$ cat config.mk
export PLATFORM = sky130hd
export DESIGN_NAME = spi_flash_responder
export DESIGN_NICKNAME = d
export VERILOG_FILES = /design/src/rtl/spi_flash_responder.sv
export SDC_FILE = /design/constraint.sdc
export NUM_CORES = 1
export LEC_CHECK = 0
export BUFFER_PORTS_ARGS = -buffer_cell sky130_fd_sc_hd__buf_4
export CORE_AREA = 2 2 96 167
export DETAILED_ROUTE_END_ITERATION = 12
export DIE_AREA = 0 0 98 169
export HOLD_SLACK_MARGIN = 0.12
export PLACE_DENSITY = 0.84
export RECOVER_POWER = 25
export SYNTH_ARGS = -nofsm -noshare
export SYNTH_HDL_FRONTEND = slang
export SYNTH_SLANG_ARGS = --single-unit
$ cat constraint.sdc
create_clock -name top_clk -period 2.7 [get_ports top_clk]
set_input_delay 0.405 -clock top_clk [delete_from_list [all_inputs] [get_ports top_clk]]
set_output_delay 0.405 -clock top_clk [all_outputs]
set_load 0.05 [all_outputs]
$ cat src/rtl/spi_flash_responder.sv
// SPI mode-0 flash responder with a 16-byte memory, clocked entirely by top_clk.
// Supports read data (0x03) and device-ID (0xAB). Other opcodes are swallowed until cs rises.
module spi_flash_responder #(
    parameter logic [7:0] DEVICE_ID = 8'h13,
    parameter logic       IDLE_MISO = 1'b1
) (
    input  logic       top_clk,
    input  logic       top_rst_n,
    input  logic       cs,
    input  logic       sck,
    input  logic       mosi,
    output logic       miso,
    input  logic       load_en,
    input  logic [3:0] load_addr,
    input  logic [7:0] load_data,
    output logic       load_rdy,
    output logic       busy,
    output logic       cmd_valid,
    output logic [7:0] last_opcode
);

    localparam logic [7:0] OP_READ = 8'h03;
    localparam logic [7:0] OP_RDID = 8'hAB;

    typedef enum logic [2:0] {StIdle, StOpcode, StAddr, StData, StIgnore} state_e;

    // Synchronizers and edge detection
    logic cs_s1, cs_s2, cs_prev;
    logic sck_s1, sck_s2, sck_prev;
    logic mosi_s1, mosi_s2;
    logic [1:0] settle_q;
    logic armed_q;

    always_ff @(posedge top_clk or negedge top_rst_n) begin
        if (!top_rst_n) begin
            cs_s1    <= 1'b1;
            cs_s2    <= 1'b1;
            cs_prev  <= 1'b1;
            sck_s1   <= 1'b0;
            sck_s2   <= 1'b0;
            sck_prev <= 1'b0;
            mosi_s1  <= 1'b0;
            mosi_s2  <= 1'b0;
            settle_q <= 2'd0;
            armed_q  <= 1'b0;
        end else begin
            cs_s1    <= cs;
            cs_s2    <= cs_s1;
            cs_prev  <= cs_s2;
            sck_s1   <= sck;
            sck_s2   <= sck_s1;
            sck_prev <= sck_s2;
            mosi_s1  <= mosi;
            mosi_s2  <= mosi_s1;
            if (settle_q != 2'd2) begin
                settle_q <= settle_q + 2'd1;
            end
            // Starts are only accepted once cs has genuinely been seen high after reset.
            if (settle_q == 2'd2 && cs_s2 && cs_prev) begin
                armed_q <= 1'b1;
            end
        end
    end

    logic sck_rise, sck_fall, cs_rise, cs_fall;

    always_comb begin
        sck_rise = sck_s2 & ~sck_prev;
        sck_fall = ~sck_s2 & sck_prev;
        cs_rise  = cs_s2 & ~cs_prev;
        cs_fall  = armed_q & cs_prev & ~cs_s2;
    end

    // Memory: no reset, contents survive top_rst_n
    logic [7:0] mem [16];

    always_ff @(posedge top_clk) begin
        if (load_en && !busy) begin
            mem[load_addr] <= load_data;
        end
    end

    // Transaction state
    state_e     state_q, state_d;
    logic [4:0] bit_cnt_q, bit_cnt_d;
    logic [2:0] tx_cnt_q, tx_cnt_d;
    logic [6:0] rx_q, rx_d;
    logic [7:0] tx_q, tx_d;
    logic [3:0] ptr_q, ptr_d;
    logic       is_read_q, is_read_d;
    logic       miso_q, miso_d;
    logic       busy_q, busy_d;
    logic       cmd_valid_q, cmd_valid_d;
    logic [7:0] last_op_q, last_op_d;

    always_ff @(posedge top_clk or negedge top_rst_n) begin
        if (!top_rst_n) begin
            state_q     <= StIdle;
            bit_cnt_q   <= 5'd0;
            tx_cnt_q    <= 3'd0;
            rx_q        <= 7'd0;
            tx_q        <= 8'd0;
            ptr_q       <= 4'd0;
            is_read_q   <= 1'b0;
            miso_q      <= IDLE_MISO;
            busy_q      <= 1'b0;
            cmd_valid_q <= 1'b0;
            last_op_q   <= 8'h00;
        end else begin
            state_q     <= state_d;
            bit_cnt_q   <= bit_cnt_d;
            tx_cnt_q    <= tx_cnt_d;
            rx_q        <= rx_d;
            tx_q        <= tx_d;
            ptr_q       <= ptr_d;
            is_read_q   <= is_read_d;
            miso_q      <= miso_d;
            busy_q      <= busy_d;
            cmd_valid_q <= cmd_valid_d;
            last_op_q   <= last_op_d;
        end
    end

    logic [7:0] rx_shift;
    logic [3:0] ptr_next;

    always_comb begin
        state_d     = state_q;
        bit_cnt_d   = bit_cnt_q;
        tx_cnt_d    = tx_cnt_q;
        rx_d        = rx_q;
        tx_d        = tx_q;
        ptr_d       = ptr_q;
        is_read_d   = is_read_q;
        miso_d      = miso_q;
        busy_d      = busy_q;
        cmd_valid_d = 1'b0;
        last_op_d   = last_op_q;
        rx_shift    = {rx_q, mosi_s2};
        ptr_next    = ptr_q + 4'd1;

        // cs rise wins over any sck edge seen in the same cycle.
        if (cs_rise) begin
            state_d   = StIdle;
            bit_cnt_d = 5'd0;
            tx_cnt_d  = 3'd0;
            miso_d    = IDLE_MISO;
            busy_d    = 1'b0;
        end else begin
            case (state_q)
                StIdle: begin
                    miso_d = IDLE_MISO;
                    if (cs_fall) begin
                        state_d   = StOpcode;
                        bit_cnt_d = 5'd0;
                        busy_d    = 1'b1;
                    end
                end
                StOpcode: begin
                    if (sck_rise) begin
                        rx_d = rx_shift[6:0];
                        if (bit_cnt_q == 5'd7) begin
                            bit_cnt_d   = 5'd0;
                            last_op_d   = rx_shift;
                            cmd_valid_d = 1'b1;
                            is_read_d   = (rx_shift == OP_READ);
                            if (rx_shift == OP_READ || rx_shift == OP_RDID) begin
                                state_d = StAddr;
                            end else begin
                                state_d = StIgnore;
                            end
                        end else begin
                            bit_cnt_d = bit_cnt_q + 5'd1;
                        end
                    end
                end
                StAddr: begin
                    if (sck_rise) begin
                        rx_d = rx_shift[6:0];
                        if (bit_cnt_q == 5'd23) begin
                            // Only the low nibble of the address matters for a 16-byte memory.
                            bit_cnt_d = 5'd0;
                            tx_cnt_d  = 3'd0;
                            ptr_d     = rx_shift[3:0];
                            tx_d      = is_read_q ? mem[rx_shift[3:0]] : DEVICE_ID;
                            state_d   = StData;
                        end else begin
                            bit_cnt_d = bit_cnt_q + 5'd1;
                        end
                    end
                end
                StData: begin
                    if (sck_fall) begin
                        miso_d = tx_q[7];
                        if (tx_cnt_q == 3'd7) begin
                            tx_cnt_d = 3'd0;
                            if (is_read_q) begin
                                ptr_d = ptr_next;
                                tx_d  = mem[ptr_next];
                            end else begin
                                tx_d = DEVICE_ID;
                            end
                        end else begin
                            tx_cnt_d = tx_cnt_q + 3'd1;
                            tx_d     = {tx_q[6:0], 1'b0};
                        end
                    end
                end
                StIgnore: begin
                    miso_d = IDLE_MISO;
                end
                default: begin
                    state_d = StIdle;
                    miso_d  = IDLE_MISO;
                    busy_d  = 1'b0;
                end
            endcase
        end
    end

    assign miso        = miso_q;
    assign busy        = busy_q;
    assign load_rdy    = ~busy_q;
    assign cmd_valid   = cmd_valid_q;
    assign last_opcode = last_op_q;

endmodule

==> results of run 1 <==
worst paths after layout:
check / to / slack (ps) / cells after the start
hold reg to reg: cs_s2 / 360 / 0
min in group asynchronous: last_opcode[4] / 540 / 2
setup reg to reg: tx_q[7] / 280 / 6
max in group asynchronous: ptr_q[0] / 1690 / 2
hold / removal: cs_s2 / 360 / 0
setup / recovery: tx_q[7] / 280 / 6
sequential cells by signal, indices dropped and copies added, names as in the netlist, 2 cells and up:
name and cells:
rx_q 7, mem 128, tx_cnt_q 3, bit_cnt_q 5, last_opcode 8, tx_q 8, settle_q 2, state_q 3
ptr_q 4
cells by family (layout without fill, tap and decap cells):
family | Yosys count | in the layout | synth area share
flip-flops | 181 | 181 | 0.597
buffers and inverters | 40 | 98 | 0.0248
XOR/XNOR | 5 | 5 | 0.00592
AO/OA/AOI/OAI | 69 | 69 | 0.0569
AND/OR/NAND/NOR | 141 | 141 | 0.0880
multiplexers | 114 | 114 | 0.220
adder cells (fa/ha/maj) | 5 | 5 | 0.00722
power by group:
part | switching (uW) | total, uW | internal [uW]
Clock | 1140 | 2550 | 1410
Sequential | 249 | 3390 | 3140
Combinational | 1210 | 2420 | 1210
Total | 2610 | 8360 | 5750
critical path, delay by kind of cell, from the launching register on:
kind / cells / cell delay (ps)
AOI/OAI and AO/OA: 1 / 200
and+or+nand+nor: 3 / 940
buffers and inverters: 1 / 550
DFF: 1 / 370
xor gates and xnor gates: 1 / 300
routing by layer:
layer,routed length [um],up-vias
li1,-,2302
met1,7030,2674
met2,10700,230
met3,1050,67
met4,1170,0
met5,0,-
metrics by stage:
step                      total power (uW)  area (um2)  setup slack [ps]  hold slack [ps]   util
after floorplan                       5310        8660               188              109      -
after global placement                5730        9140               334              339  0.600
after detailed placement              5820        9140               231              346  0.600
after CTS                             8370        9800               188              256  0.643
after global routing                  8660        9770               145              360  0.641
final                                 8360        9770               281              356  0.641
layout by cell type (no fill, tap or decap), drive strengths merged, types with 5 or more instances in the layout:
cell type  Yosys  routed
a22oi         19      19
nand3b         8       8
clkbuf        11      25
clkinv         0       6
nor3          15      15
o21ai         11      11
nand2         33      33
nor3b          8       8
nand4          5       5
nor2b          7       7
nor2          27      27
mux2i         24      24
mux4          56      56
edfxtp       128     128
nand2b         7       7
or2            5       5
a21oi         13      13
buf           23      48
inv            6      12
dfrtp         49      49
ha             5       5
nand3         11      11
mux2          34      34
what timing repair did:
| action | 4_1_cts | 5_1_grt |
|---|---|---|
| resized for setup | 0 | 1 |
| setup endpoints to repair | 0 | 4 |
| hold buffers | 4 | 0 |
| hold endpoints to repair | 52 | 0 |
final cells by class:
cell class	count	area [um2]	share of cell area
flip-flops and latches	181	5180	0.530
clock inverters	15	190	0.0195
multi-input cells	334	3280	0.336
well taps	186	233	0.0238
repair buffers	60	443	0.0453
inverters	6	22.5	0.00230
clock buffers	17	425	0.0435
==> run metrics, run 1 <==
Post-synth top cells edfxtp_1, mux4_2, dfrtp_1; area added between synthesis and finish 12.8%; Die X 98 um; crit path max fanout 46; CTS tree built; slowest stage cell, crit path buf_4; vias in the first global route 5,636; Synth area leaders edfxtp_1, dfrtp_1, mux4_2; initial antenna violation count 0; main flop type after synthesis edfxtp_1; most frequent cell after synthesis edfxtp_1; Slew HR 0.481; Setup crit start kind flop; GR Util met1 0.289; GR Layer Usage met3 0.0380; Leak 0.00354 uW; largest net degree at the start of global routing 54; CTS buffer count 17; Max-cap violations 0; Via Count 5,273; unrepaired setup endpoints after global routing no; clk_skew 7.12 ps; fillcell total 1,016; Max Buffers Root-to-Sink 2; Sink Count 181; synthesized net count 578; clk root buf clkbuf_16; CP arrival 2790 ps; synthesized flop and latch total 181; hpwl dp 13,500 um; Worst R2R Start ptr_q[0]; GRT Overall Usage 0.253; Synth Instances 555; Final Cycle Share 0.896; gr busiest metal met2; DRC Markers 0; Final nets 623; fmax 413 MHz; # IOs 30; area leader, netlist edfxtp_1; first-pass GRT wire length 31,200 um; Routed WL 19,900 um; # rows 60; clock period minus worst slack 2420 ps; Yosys warnings 0; crit end category flop; Overflow after GRT 0; status finished clean; Port Buffer Count 29; Global Route met2 Usage 0.445; dpl cells 763; CP required 3070 ps; Inserted Diodes 0; H-tree depth 4; Largest stage delay, worst path 550 ps; Synth Cell Area 0.00866 mm2; post-synthesis cell type count 62; Core Region 0.0152 mm2; Max rail drop VDD 572 uV; min-delay worst type reg2reg; asr flop ratio synth 0.293; first drt pass iteration count 5; hold path startpoint cs_s1; DR vias/cell 6.60; Final setup viols 0; die area 0.0166 mm2; Fin. Hold Viols 0; share of cells above drive strength 1 0.308; CTS clock-pin slew for the worst setup and hold paths 70 ps; initial drt markers 583; most used cell, CP nand3_1; sequential fraction of the synthesis area 0.597; EDFF count, synth 128; Slew @ Worst Pin 777 ps; syn_area_per_cell 15.6 um2; drt wl/cell 24.9 um; pins over their slew limit 0; Starting Density 0.568; share of the synthesized area in the top cell type 0.444; Die H 169 um; Final ANT Viol Nets 0; Pwr Density 855 mW/mm2; Critical Path Source ptr_q[0]; Crit Path Category reg2reg; crit-path cells buf_4, nand3_1, xnor2_2, nor3_2, a22oi_1, nand3_1; final setup TNS 0 ps; RePlAce Congestion 0.825; non-filler cells in the finished layout 799; postcts setup bufs 0; clk_lat worst skew 430 ps
Note: power is estimated with default switching activity, not from simulation.
==> inputs of run 2 (changes only) <==
CORE_AREA = 2 2 93 162   (was 2 2 96 167)
DIE_AREA = 0 0 95 164   (was 0 0 98 169)
PLACE_DENSITY = 0.88   (was 0.84)
==> run metrics, run 2 (synthesized netlist as in run 1, its figures left out) <==
Biggest register mem; dpl cells 763; pins over their slew limit 0; Port Buffer Count 29; Die X 95 um; area added between synthesis and finish 12.8%; CTS resizes 0; Via Count 5,393; Setup crit start kind flop; Comb pwr share 0.303; largest net degree at the start of global routing 54; commonest non-fill, non-tap cell in the layout edfxtp_1; Core Region 0.0143 mm2; Sink Count 181; Pwr Density 847 mW/mm2; hpwl dp 14,000 um; crit end category flop; most frequent cells in the layout edfxtp_1, mux4_2, buf_4, dfrtp_1, nand2_1; CP arrival 2750 ps; DR vias/cell 6.75; GRT Overall Usage 0.283; clock period minus worst slack 2450 ps; Max Buffers Root-to-Sink 2; Starting Density 0.606; non-filler cells in the finished layout 799; final setup TNS 0 ps; # rows 58; # IOs 30; Final Cycle Share 0.906; switching share of power 0.313; Slew HR 0.336; CTS buffer count 17; Overflow after GRT 0; Final nets 629; Max rail drop VDD 623 uV; clk_lat worst skew 430 ps; fmax 409 MHz; crit path max fanout 46; vias in the first global route 5,686; Int Pwr 5690 uW; Critical Path Source ptr_q[0]; min-delay worst type reg2reg; Final ANT Viol Nets 0; first-pass GRT wire length 31,500 um; Die H 164 um; CTS clock-pin slew for the worst setup and hold paths 70 ps; Leak 0.00354 uW; Routed WL 20,600 um; drt wl/cell 25.8 um; Max-cap violations 0; DRC Markers 0; Worst R2R Start ptr_q[0]; clk root buf clkbuf_16; Fin. Hold Viols 0; Inserted Diodes 0; initial antenna violation count 0; hold path startpoint sck_s1; Reg power frac 0.411; Crit Path Category reg2reg; initial drt markers 578; unrepaired setup endpoints after global routing no; die area 0.0156 mm2; CTS tree built; sw power 2590 uW; status finished clean; max FFs per register 128; share of cells above drive strength 1 0.313; clk_skew 8.60 ps; CP required 3000 ps; first drt pass iteration count 5; RePlAce Congestion 0.913; Final setup viols 0; Slew @ Worst Pin 996 ps; postcts setup bufs 0; H-tree depth 4; Clk pwr share 0.286
==> run 2: through the flow <==
| step | power, uW | setup WS, ps | hold slack, ps | cell area [um2] | util |
|---|---|---|---|---|---|
| finish | 8280 | 254 | 350 | 9770 | 0.683 |
| global route | 8590 | 117 | 359 | 9770 | 0.683 |
| CTS | 8290 | 284 | 251 | 9800 | 0.685 |
| detailed placement | 5900 | 311 | 336 | 9190 | 0.643 |
| global placement | 5770 | 429 | 337 | 9190 | 0.643 |
| floorplan | 5310 | 188 | 109 | 8660 | - |
==> run 2: layout make-up <==
type	instances	area, um2
Inverter	6	22.5
Timing Repair Buffer	66	500
Clock inverter	14	139
Fill cell	897	4530
Tap cell	180	225
Multi-Input combinational cell	334	3270
Clock buffer	18	429
Sequential cell	181	5180
==> run 2: metal layers <==
layer	GRT usage	vias up	wire length, um
met3	0.0532	79	1140
met2	0.506	234	11300
li1	-	2308	-
met1	0.313	2772	7130
met4	0.152	0	1030
met5	0	-	0
==> run 2: repair_timing <==
item                                    4_1_cts  5_1_grt
hold buffers                                  4        0
endpoints found under the setup margin        0        0
endpoints found under the hold margin        52        0
==> run 2: power groups by stage <==
stage | clock network [uW] | registers, uW | logic [uW]
global route | 2520 | 3430 | 2640
CTS | 2400 | 3400 | 2490
floorplan | 0 | 3300 | 2010
global placement | 0 | 3430 | 2340
finish | 2370 | 3400 | 2510
detailed placement | 0 | 3450 | 2450
==> run 2: worst paths after layout <==
check / end / slack [ps] / depth (start not counted)
worst max-delay path: tx_q[2] / 250 / 6
worst min-delay path: sck_s2 / 350 / 0
worst max register to register: tx_q[2] / 250 / 6
worst min register to register: sck_s2 / 350 / 0
max in group asynchronous: ptr_q[0] / 1660 / 2
min in group asynchronous: mosi_s2 / 560 / 2
==> run 2: worst max-delay path, stage by stage, from the launching register on <==
cell     delay (ps)
dfrtp_2         370
buf_4           550
nand3_1         250
xnor2_1         550
nor3_2          210
a22oi_1         260
nand3_1         100
